File: src/rtl/tone_meter_pkg.sv
// Shared types and helpers for the tone_meter receive-side frequency meter.
package tone_meter_pkg;

    localparam int NCO_ACC_W = 28;

    typedef enum logic {ARM, RUN} fsm_state_t;
    typedef enum logic {LO, HI} schmitt_state_t;

    // Magnitude of a signed sample; -32768 has no positive twin so it clips.
    function automatic logic [15:0] abs_sat(input logic signed [15:0] v);
        if (v == 16'sh8000)
            return 16'h7fff;
        else if (v[15])
            return 16'(-v);
        else
            return 16'(v);
    endfunction

endpackage

File: src/rtl/tone_meter_schmitt_edge.sv
// Input register plus hysteresis comparator producing a rising-crossing pulse.
module schmitt_edge
    import tone_meter_pkg::*;
#(
    parameter int HYST = 256
) (
    input  logic               clk,
    input  logic               rst,
    input  logic               en,
    input  logic signed [15:0] din,
    output logic signed [15:0] s,
    output logic               rise
);

    localparam logic signed [15:0] HI_TH = 16'(HYST);
    localparam logic signed [15:0] LO_TH = 16'(-HYST);

    schmitt_state_t state, state_next;

    always_ff @(posedge clk or negedge rst) begin
        if (!rst) begin
            s     <= '0;
            state <= LO;
        end else if (en) begin
            s     <= din;
            state <= state_next;
        end
    end

    // rise is combinational on s so the crossing lands one cycle after sampling.
    always_comb begin
        state_next = state;
        rise       = 1'b0;
        case (state)
            LO: if (s > HI_TH) begin
                state_next = HI;
                rise       = 1'b1;
            end
            HI: if (s < LO_TH) state_next = LO;
        endcase
    end

endmodule

File: src/rtl/tone_meter.sv
// Gated-window tone frequency meter reporting NCO phase-increment units.
// Define TONE_METER_PEAK_EN to build the per-window peak magnitude tracker.
module tone_meter
    import tone_meter_pkg::*;
#(
    parameter int GATE_LOG2 = 20,
    parameter int HYST      = 256
) (
    input  logic                  clk,
    input  logic                  rst,
    input  logic                  en,
    input  logic signed [15:0]    din,
    output logic                  valid,
    output logic [GATE_LOG2-1:0]  edges,
    output logic [NCO_ACC_W-1:0]  freq,
    output logic [15:0]           peak,
    output logic                  locked
);

    localparam logic signed [15:0] ARM_TH = 16'(-HYST);

    logic signed [15:0]   s;
    logic                 rise;
    fsm_state_t           state, state_next;
    logic [GATE_LOG2-1:0] gate_cnt, edge_cnt, edge_sum;
    logic                 running, gate_wrap, count_rise;

    schmitt_edge #(.HYST(HYST)) u_schmitt (
        .clk  (clk),
        .rst  (rst),
        .en   (en),
        .din  (din),
        .s    (s),
        .rise (rise)
    );

    always_ff @(posedge clk or negedge rst) begin
        if (!rst) state <= ARM;
        else      state <= state_next;
    end

    // Arming on a clearly negative sample guarantees the Schmitt state is LO.
    always_comb begin
        state_next = state;
        case (state)
            ARM: if (en && (s < ARM_TH)) state_next = RUN;
            RUN: state_next = RUN;
        endcase
    end

    always_comb begin
        running    = en && (state == RUN);
        gate_wrap  = running && (gate_cnt == '1);
        count_rise = running && rise;
        edge_sum   = edge_cnt;
        if (count_rise && (edge_cnt != '1))
            edge_sum = edge_cnt + GATE_LOG2'(1);
    end

    always_ff @(posedge clk or negedge rst) begin
        if (!rst) begin
            gate_cnt <= '0;
            edge_cnt <= '0;
        end else if (en) begin
            if (state == RUN) begin
                gate_cnt <= gate_cnt + GATE_LOG2'(1);
                edge_cnt <= gate_wrap ? '0 : edge_sum;
            end else begin
                gate_cnt <= '0;
                edge_cnt <= '0;
            end
        end
    end

    always_ff @(posedge clk or negedge rst) begin
        if (!rst) begin
            valid  <= 1'b0;
            edges  <= '0;
            freq   <= '0;
            locked <= 1'b0;
        end else begin
            valid <= gate_wrap;
            if (gate_wrap) begin
                edges <= edge_sum;
                freq  <= NCO_ACC_W'(edge_sum) << (NCO_ACC_W - GATE_LOG2);
            end
            if (count_rise) locked <= 1'b1;
        end
    end

`ifdef TONE_METER_PEAK_EN
    logic [15:0] abs_s, peak_acc, peak_sum;

    always_comb begin
        abs_s    = abs_sat(s);
        peak_sum = (abs_s > peak_acc) ? abs_s : peak_acc;
    end

    always_ff @(posedge clk or negedge rst) begin
        if (!rst) begin
            peak_acc <= '0;
            peak     <= '0;
        end else begin
            if (running) peak_acc <= gate_wrap ? '0 : peak_sum;
            if (gate_wrap) peak <= peak_sum;
        end
    end
`else
    assign peak = '0;
`endif

endmodule

File: config.mk
export PLATFORM = sky130hd
export DESIGN_NAME = tone_meter
export DESIGN_NICKNAME = d
export VERILOG_FILES = /design/src/rtl/tone_meter_pkg.sv /design/src/rtl/tone_meter_schmitt_edge.sv /design/src/rtl/tone_meter.sv
export SDC_FILE = /design/constraint.sdc
export NUM_CORES = 1
export LEC_CHECK = 0
export ABC_AREA = 0
export BUFFER_PORTS_ARGS = -buffer_cell sky130_fd_sc_hd__buf_2
export CORE_MARGIN = 2
export CORE_UTILIZATION = 50
export CTS_BUF_LIST = sky130_fd_sc_hd__clkbuf_4 sky130_fd_sc_hd__clkbuf_8
export DETAILED_ROUTE_END_ITERATION = 8
export PLACE_DENSITY = 0.73
export SYNTH_ARGS = -nofsm -noshare
export SYNTH_HDL_FRONTEND = slang
export SYNTH_SLANG_ARGS = --single-unit
File: constraint.sdc
create_clock -name clk -period 3 [get_ports clk]
set_input_delay 0.45 -clock clk [delete_from_list [all_inputs] [get_ports clk]]
set_output_delay 0.45 -clock clk [all_outputs]
set_load 0.01 [all_outputs]
==> metrics.txt <==
# TYPE chip_impl_metric gauge
chip_impl_info{name="outcome",value="finished, final reports clean"} 1
chip_impl_metric{name="chipHeight",unit="um"} 98.21
chip_impl_metric{name="fp.dieArea",unit="um^2"} 9645
chip_impl_metric{name="synth_sequential_area_ratio",unit=""} 0.4511
chip_impl_metric{name="vias_per_cell",unit=""} 5.547
chip_impl_metric{name="grt_use_total",unit=""} 0.1815
chip_impl_metric{name="antenna-diode-count",unit=""} 0
chip_impl_metric{name="dpl_cell_area",unit="um^2"} 4577
chip_impl_metric{name="power.sequential.fraction",unit=""} 0.501
chip_impl_metric{name="wl",unit="um"} 8519
chip_impl_metric{name="antenna_found_initial",unit=""} 0
chip_impl_metric{name="finalNetCount",unit=""} 511
chip_impl_metric{name="final-instance-count-excl-fill",unit=""} 602
chip_impl_metric{name="filler_cell_count",unit=""} 800
chip_impl_info{name="tritoncts",value="yes"} 1
chip_impl_metric{name="worstMarginPinSlew",unit="ns"} 0.9838
chip_impl_metric{name="clock_latency",unit="ns"} 0.36
chip_impl_metric{name="detail_route.drc_violations",unit=""} 0
chip_impl_metric{name="timing.final.setup_violations",unit=""} 0
chip_impl_metric{name="antenna_violating_nets_post_route",unit=""} 0
chip_impl_metric{name="met2_usage",unit=""} 0.2956
chip_impl_info{name="criticalPathCategory",value="reg -> reg"} 1
chip_impl_metric{name="vias",unit=""} 3339
chip_impl_metric{name="flow.area_growth_from_synthesis",unit="%"} 8.486
chip_impl_metric{name="final.setup_skew",unit="ns"} 0.01320
chip_impl_metric{name="cts_made_buffers",unit=""} 9
chip_impl_metric{name="avgRoutedWirePerCell",unit="um"} 14.15
chip_impl_metric{name="synth_enable_flop_cells",unit=""} 0
chip_impl_metric{name="clock_path_buffers",unit=""} 2
chip_impl_metric{name="detailedRoute.firstPassIterationCount",unit=""} 4
chip_impl_metric{name="place_hpwl",unit="um"} 5965
chip_impl_info{name="layout.cells.most_common",value="sky130_fd_sc_hd__dfrtp_1"} 1
chip_impl_metric{name="use_met3",unit=""} 0.03078
chip_impl_metric{name="starting_utilization_of_the_core_area",unit=""} 0.5114
chip_impl_metric{name="ys_seq_elements",unit=""} 80
chip_impl_metric{name="netlist-cell-type-count",unit=""} 59
chip_impl_metric{name="maxSlewHeadroom",unit=""} 0.3441
chip_impl_metric{name="drt-initial-drc-count",unit=""} 142
chip_impl_metric{name="boundaryPins",unit=""} 85
chip_impl_metric{name="cts.sink_count",unit=""} 80
chip_impl_metric{name="worstPathMaxFanout",unit=""} 22
chip_impl_metric{name="postSynth.asyncResetShare",unit=""} 1.000
chip_impl_metric{name="drive_gt1_frac",unit=""} 0.2328
chip_impl_metric{name="data_required_time_at_the_worst_endpoint",unit="ns"} 3.21
chip_impl_metric{name="port_buffers",unit=""} 60
chip_impl_metric{name="max_transition_viols_final",unit=""} 0
chip_impl_metric{name="place.detailed.instances",unit=""} 587
chip_impl_metric{name="core",unit="um^2"} 8678
chip_impl_metric{name="path_clk_slew",unit="ns"} 0.08
chip_impl_info{name="cts_root_buffer",value="sky130_fd_sc_hd__clkbuf_8"} 1
chip_impl_metric{name="final_period_minus_worst_setup_slack",unit="ns"} 2.298
chip_impl_metric{name="post_synth_inst_count",unit=""} 456
chip_impl_metric{name="gpl.final_weighted_congestion",unit=""} 0.8255
chip_impl_metric{name="post_cts_resized",unit=""} 0
chip_impl_info{name="gr-max-usage-layer",value="met2"} 1
chip_impl_metric{name="finalSetupTns",unit="ns"} 0
chip_impl_metric{name="setup_bufs_post_cts",unit=""} 0
chip_impl_metric{name="grt_max_degree",unit=""} 81
chip_impl_metric{name="final_hold_violations",unit=""} 0
chip_impl_info{name="worst_setup_path_start_kind",value="register"} 1
chip_impl_metric{name="ys.warnings.count",unit=""} 0
chip_impl_metric{name="globalRoute.totalOverflow",unit=""} 0
chip_impl_metric{name="die_w",unit="um"} 98.21
chip_impl_metric{name="worstPathArrival",unit="ns"} 2.51
chip_impl_metric{name="vias_in_the_first_global_route",unit=""} 3044
chip_impl_metric{name="cts.hold.buffers_added",unit=""} 0
chip_impl_metric{name="leakagePower",unit="nW"} 2.218
chip_impl_info{name="min-delay-path-class",value="in -> async"} 1
chip_impl_info{name="grt_setup_unrepaired",value="no"} 1
chip_impl_metric{name="net-switching-power",unit="mW"} 0.6291
chip_impl_metric{name="finalHoldWorstSlack",unit="ns"} 0.2478
chip_impl_metric{name="comb_power_share",unit=""} 0.109
chip_impl_info{name="cp-end-kind",value="register"} 1
chip_impl_metric{name="clock_power_share",unit=""} 0.390
chip_impl_info{name="yosys_most_used_dff",value="sky130_fd_sc_hd__dfrtp_1"} 1
chip_impl_metric{name="finish.instance_area",unit="um^2"} 4815
chip_impl_metric{name="htree_num_levels",unit=""} 3
chip_impl_metric{name="intPower",unit="mW"} 1.816
chip_impl_metric{name="grt.met1_usage",unit=""} 0.2441
chip_impl_metric{name="layout_worst_path_cycle_share",unit=""} 0.7659
chip_impl_metric{name="num_rows",unit=""} 34
chip_impl_metric{name="clock.fmax",unit="GHz"} 0.4352
chip_impl_metric{name="grt_first_pass_wirelength",unit="um"} 14300
chip_impl_metric{name="drv.max_cap_violation_count",unit=""} 0
chip_impl_metric{name="p_per_area",unit="nW/um^2"} 507.8
chip_impl_metric{name="sw_frac_of_total",unit=""} 0.2573
chip_impl_metric{name="post_synth.cell_area_avg",unit="um^2"} 9.732
chip_impl_metric{name="syn_area",unit="um^2"} 4438
chip_impl_metric{name="vdd_ir_drop_max",unit="mV"} 0.2588
chip_impl_info{name="commonest_cells_after_routing_fill_and_taps_aside",value="sky130_fd_sc_hd__dfrtp_1, sky130_fd_sc_hd__buf_2, sky130_fd_sc_hd__nand2_1, sky130_fd_sc_hd__o21ai_0, sky130_fd_sc_hd__conb_1"} 1
## state kept, by name, summed over array words and instances (netlist names)
register         cells
state                1
gate_cnt            20
u_schmitt.state      1
edges               20
edge_cnt            20
u_schmitt.s         16
locked               1
valid                1
## power groups by stage
stage	Sequential [mW]	Combinational, mW	Clock (mW)
floorplan	1.23	0.224	0
global placement	1.24	0.260	0
detailed placement	1.25	0.271	0
CTS	1.22	0.271	0.973
global route	1.24	0.305	1.02
finish	1.23	0.267	0.953
## routing by layer
metal	wire, um	vias up
li1	-	1629
met1	3908	1600
met2	4028	98
met3	429	12
met4	153	0
met5	0	-
## critical path, cell delays in order, from the launching register on
cell                      delay, ns
sky130_fd_sc_hd__dfrtp_1       0.41
sky130_fd_sc_hd__ha_1          0.23
sky130_fd_sc_hd__and3_1        0.21
sky130_fd_sc_hd__nand3_1       0.14
sky130_fd_sc_hd__or4_1         0.91
sky130_fd_sc_hd__nand2_1       0.16
sky130_fd_sc_hd__o21ai_0       0.09
## cells in the mapped netlist, drive strengths merged, types with 2 or more instances
master | count | area, um^2
dfrtp | 80 | 2002
nand2 | 54 | 205.2
buf | 50 | 365.3
o21ai | 36 | 183.9
nand3 | 19 | 95.09
mux2 | 18 | 202.7
a31oi | 16 | 100.1
inv | 16 | 60.06
nor2 | 15 | 56.30
clkbuf | 14 | 53.80
xnor2 | 14 | 122.6
nand4 | 11 | 75.07
a21oi | 9 | 45.04
and3 | 9 | 56.30
o22ai | 8 | 50.05
xor2 | 7 | 61.31
nand2b | 6 | 37.54
nor4 | 6 | 56.31
or4 | 6 | 48.80
and4 | 5 | 43.79
nor3 | 5 | 25.02
a22o | 4 | 35.03
mux2i | 4 | 40.04
or3 | 4 | 25.02
a21boi | 3 | 22.52
o211ai | 3 | 22.52
o31ai | 3 | 22.52
a211oi | 2 | 40.04
a21bo | 2 | 20.02
a41oi | 2 | 17.52
and2 | 2 | 12.51
ha | 2 | 25.02
nand3b | 2 | 15.01
nor2b | 2 | 12.51
nor3b | 2 | 15.01
o2111ai | 2 | 35.04
o21a | 2 | 15.01
o41ai | 2 | 17.52
## per-stage QoR
| stage | util | power, mW | setup slack (ns) |
|---|---|---|---|
| 6_report | 0.5548 | 2.445 | 0.7024 |
| 5_1_grt | 0.5548 | 2.562 | 0.4727 |
| 4_1_cts | 0.5548 | 2.469 | 0.6470 |
| 3_5_place_dp | 0.5274 | 1.517 | 0.6413 |
| 3_3_place_gp | 0.5274 | 1.503 | 0.7413 |
| 2_1_floorplan | - | 1.450 | 0.9186 |
## cells by family (layout without fill, tap and decap cells)
kind of cell,count (synthesis),after routing,synth area share
and+or+nand+nor,152,152,0.1844
AOI/OAI and AO/OA,98,98,0.1539
DFF,80,80,0.4511
buffers and inverters,80,95,0.1080
muxes,22,22,0.05469
xor gates and xnor gates,21,21,0.04144
adders and majority gates,2,2,0.005638
other,1,24,0.0008450
## final timing paths
check	to	start	slack, ns	cells after the start
setup / recovery	edges[8]$_DFFE_PN0P_	gate_cnt[0]$_DFFE_PN0P_	0.70	6
hold / removal	edges[3]$_DFFE_PN0P_	rst	0.25	1
setup reg to reg	edges[8]$_DFFE_PN0P_	gate_cnt[0]$_DFFE_PN0P_	0.70	6
hold reg to reg	locked$_DFFE_PN0P_	locked$_DFFE_PN0P_	0.48	1
max in group asynchronous	gate_cnt[6]$_DFFE_PN0P_	rst	2.12	1
min in group clk	u_schmitt.s[15]$_DFFE_PN0P_	din[15]	0.32	3
## final cells by class
cell class | instances | area, um^2 | share of cell area
Clock buffer | 10 | 131.4 | 0.02729
Clock inverter | 5 | 106.4 | 0.02209
Inverter | 16 | 60.06 | 0.01247
Multi-Input combinational cell | 319 | 2047 | 0.4252
Sequential cell | 80 | 2002 | 0.4158
Tap cell | 108 | 135.1 | 0.02807
Timing Repair Buffer | 64 | 332.8 | 0.06913
Power figures use the tool's default switching activity.
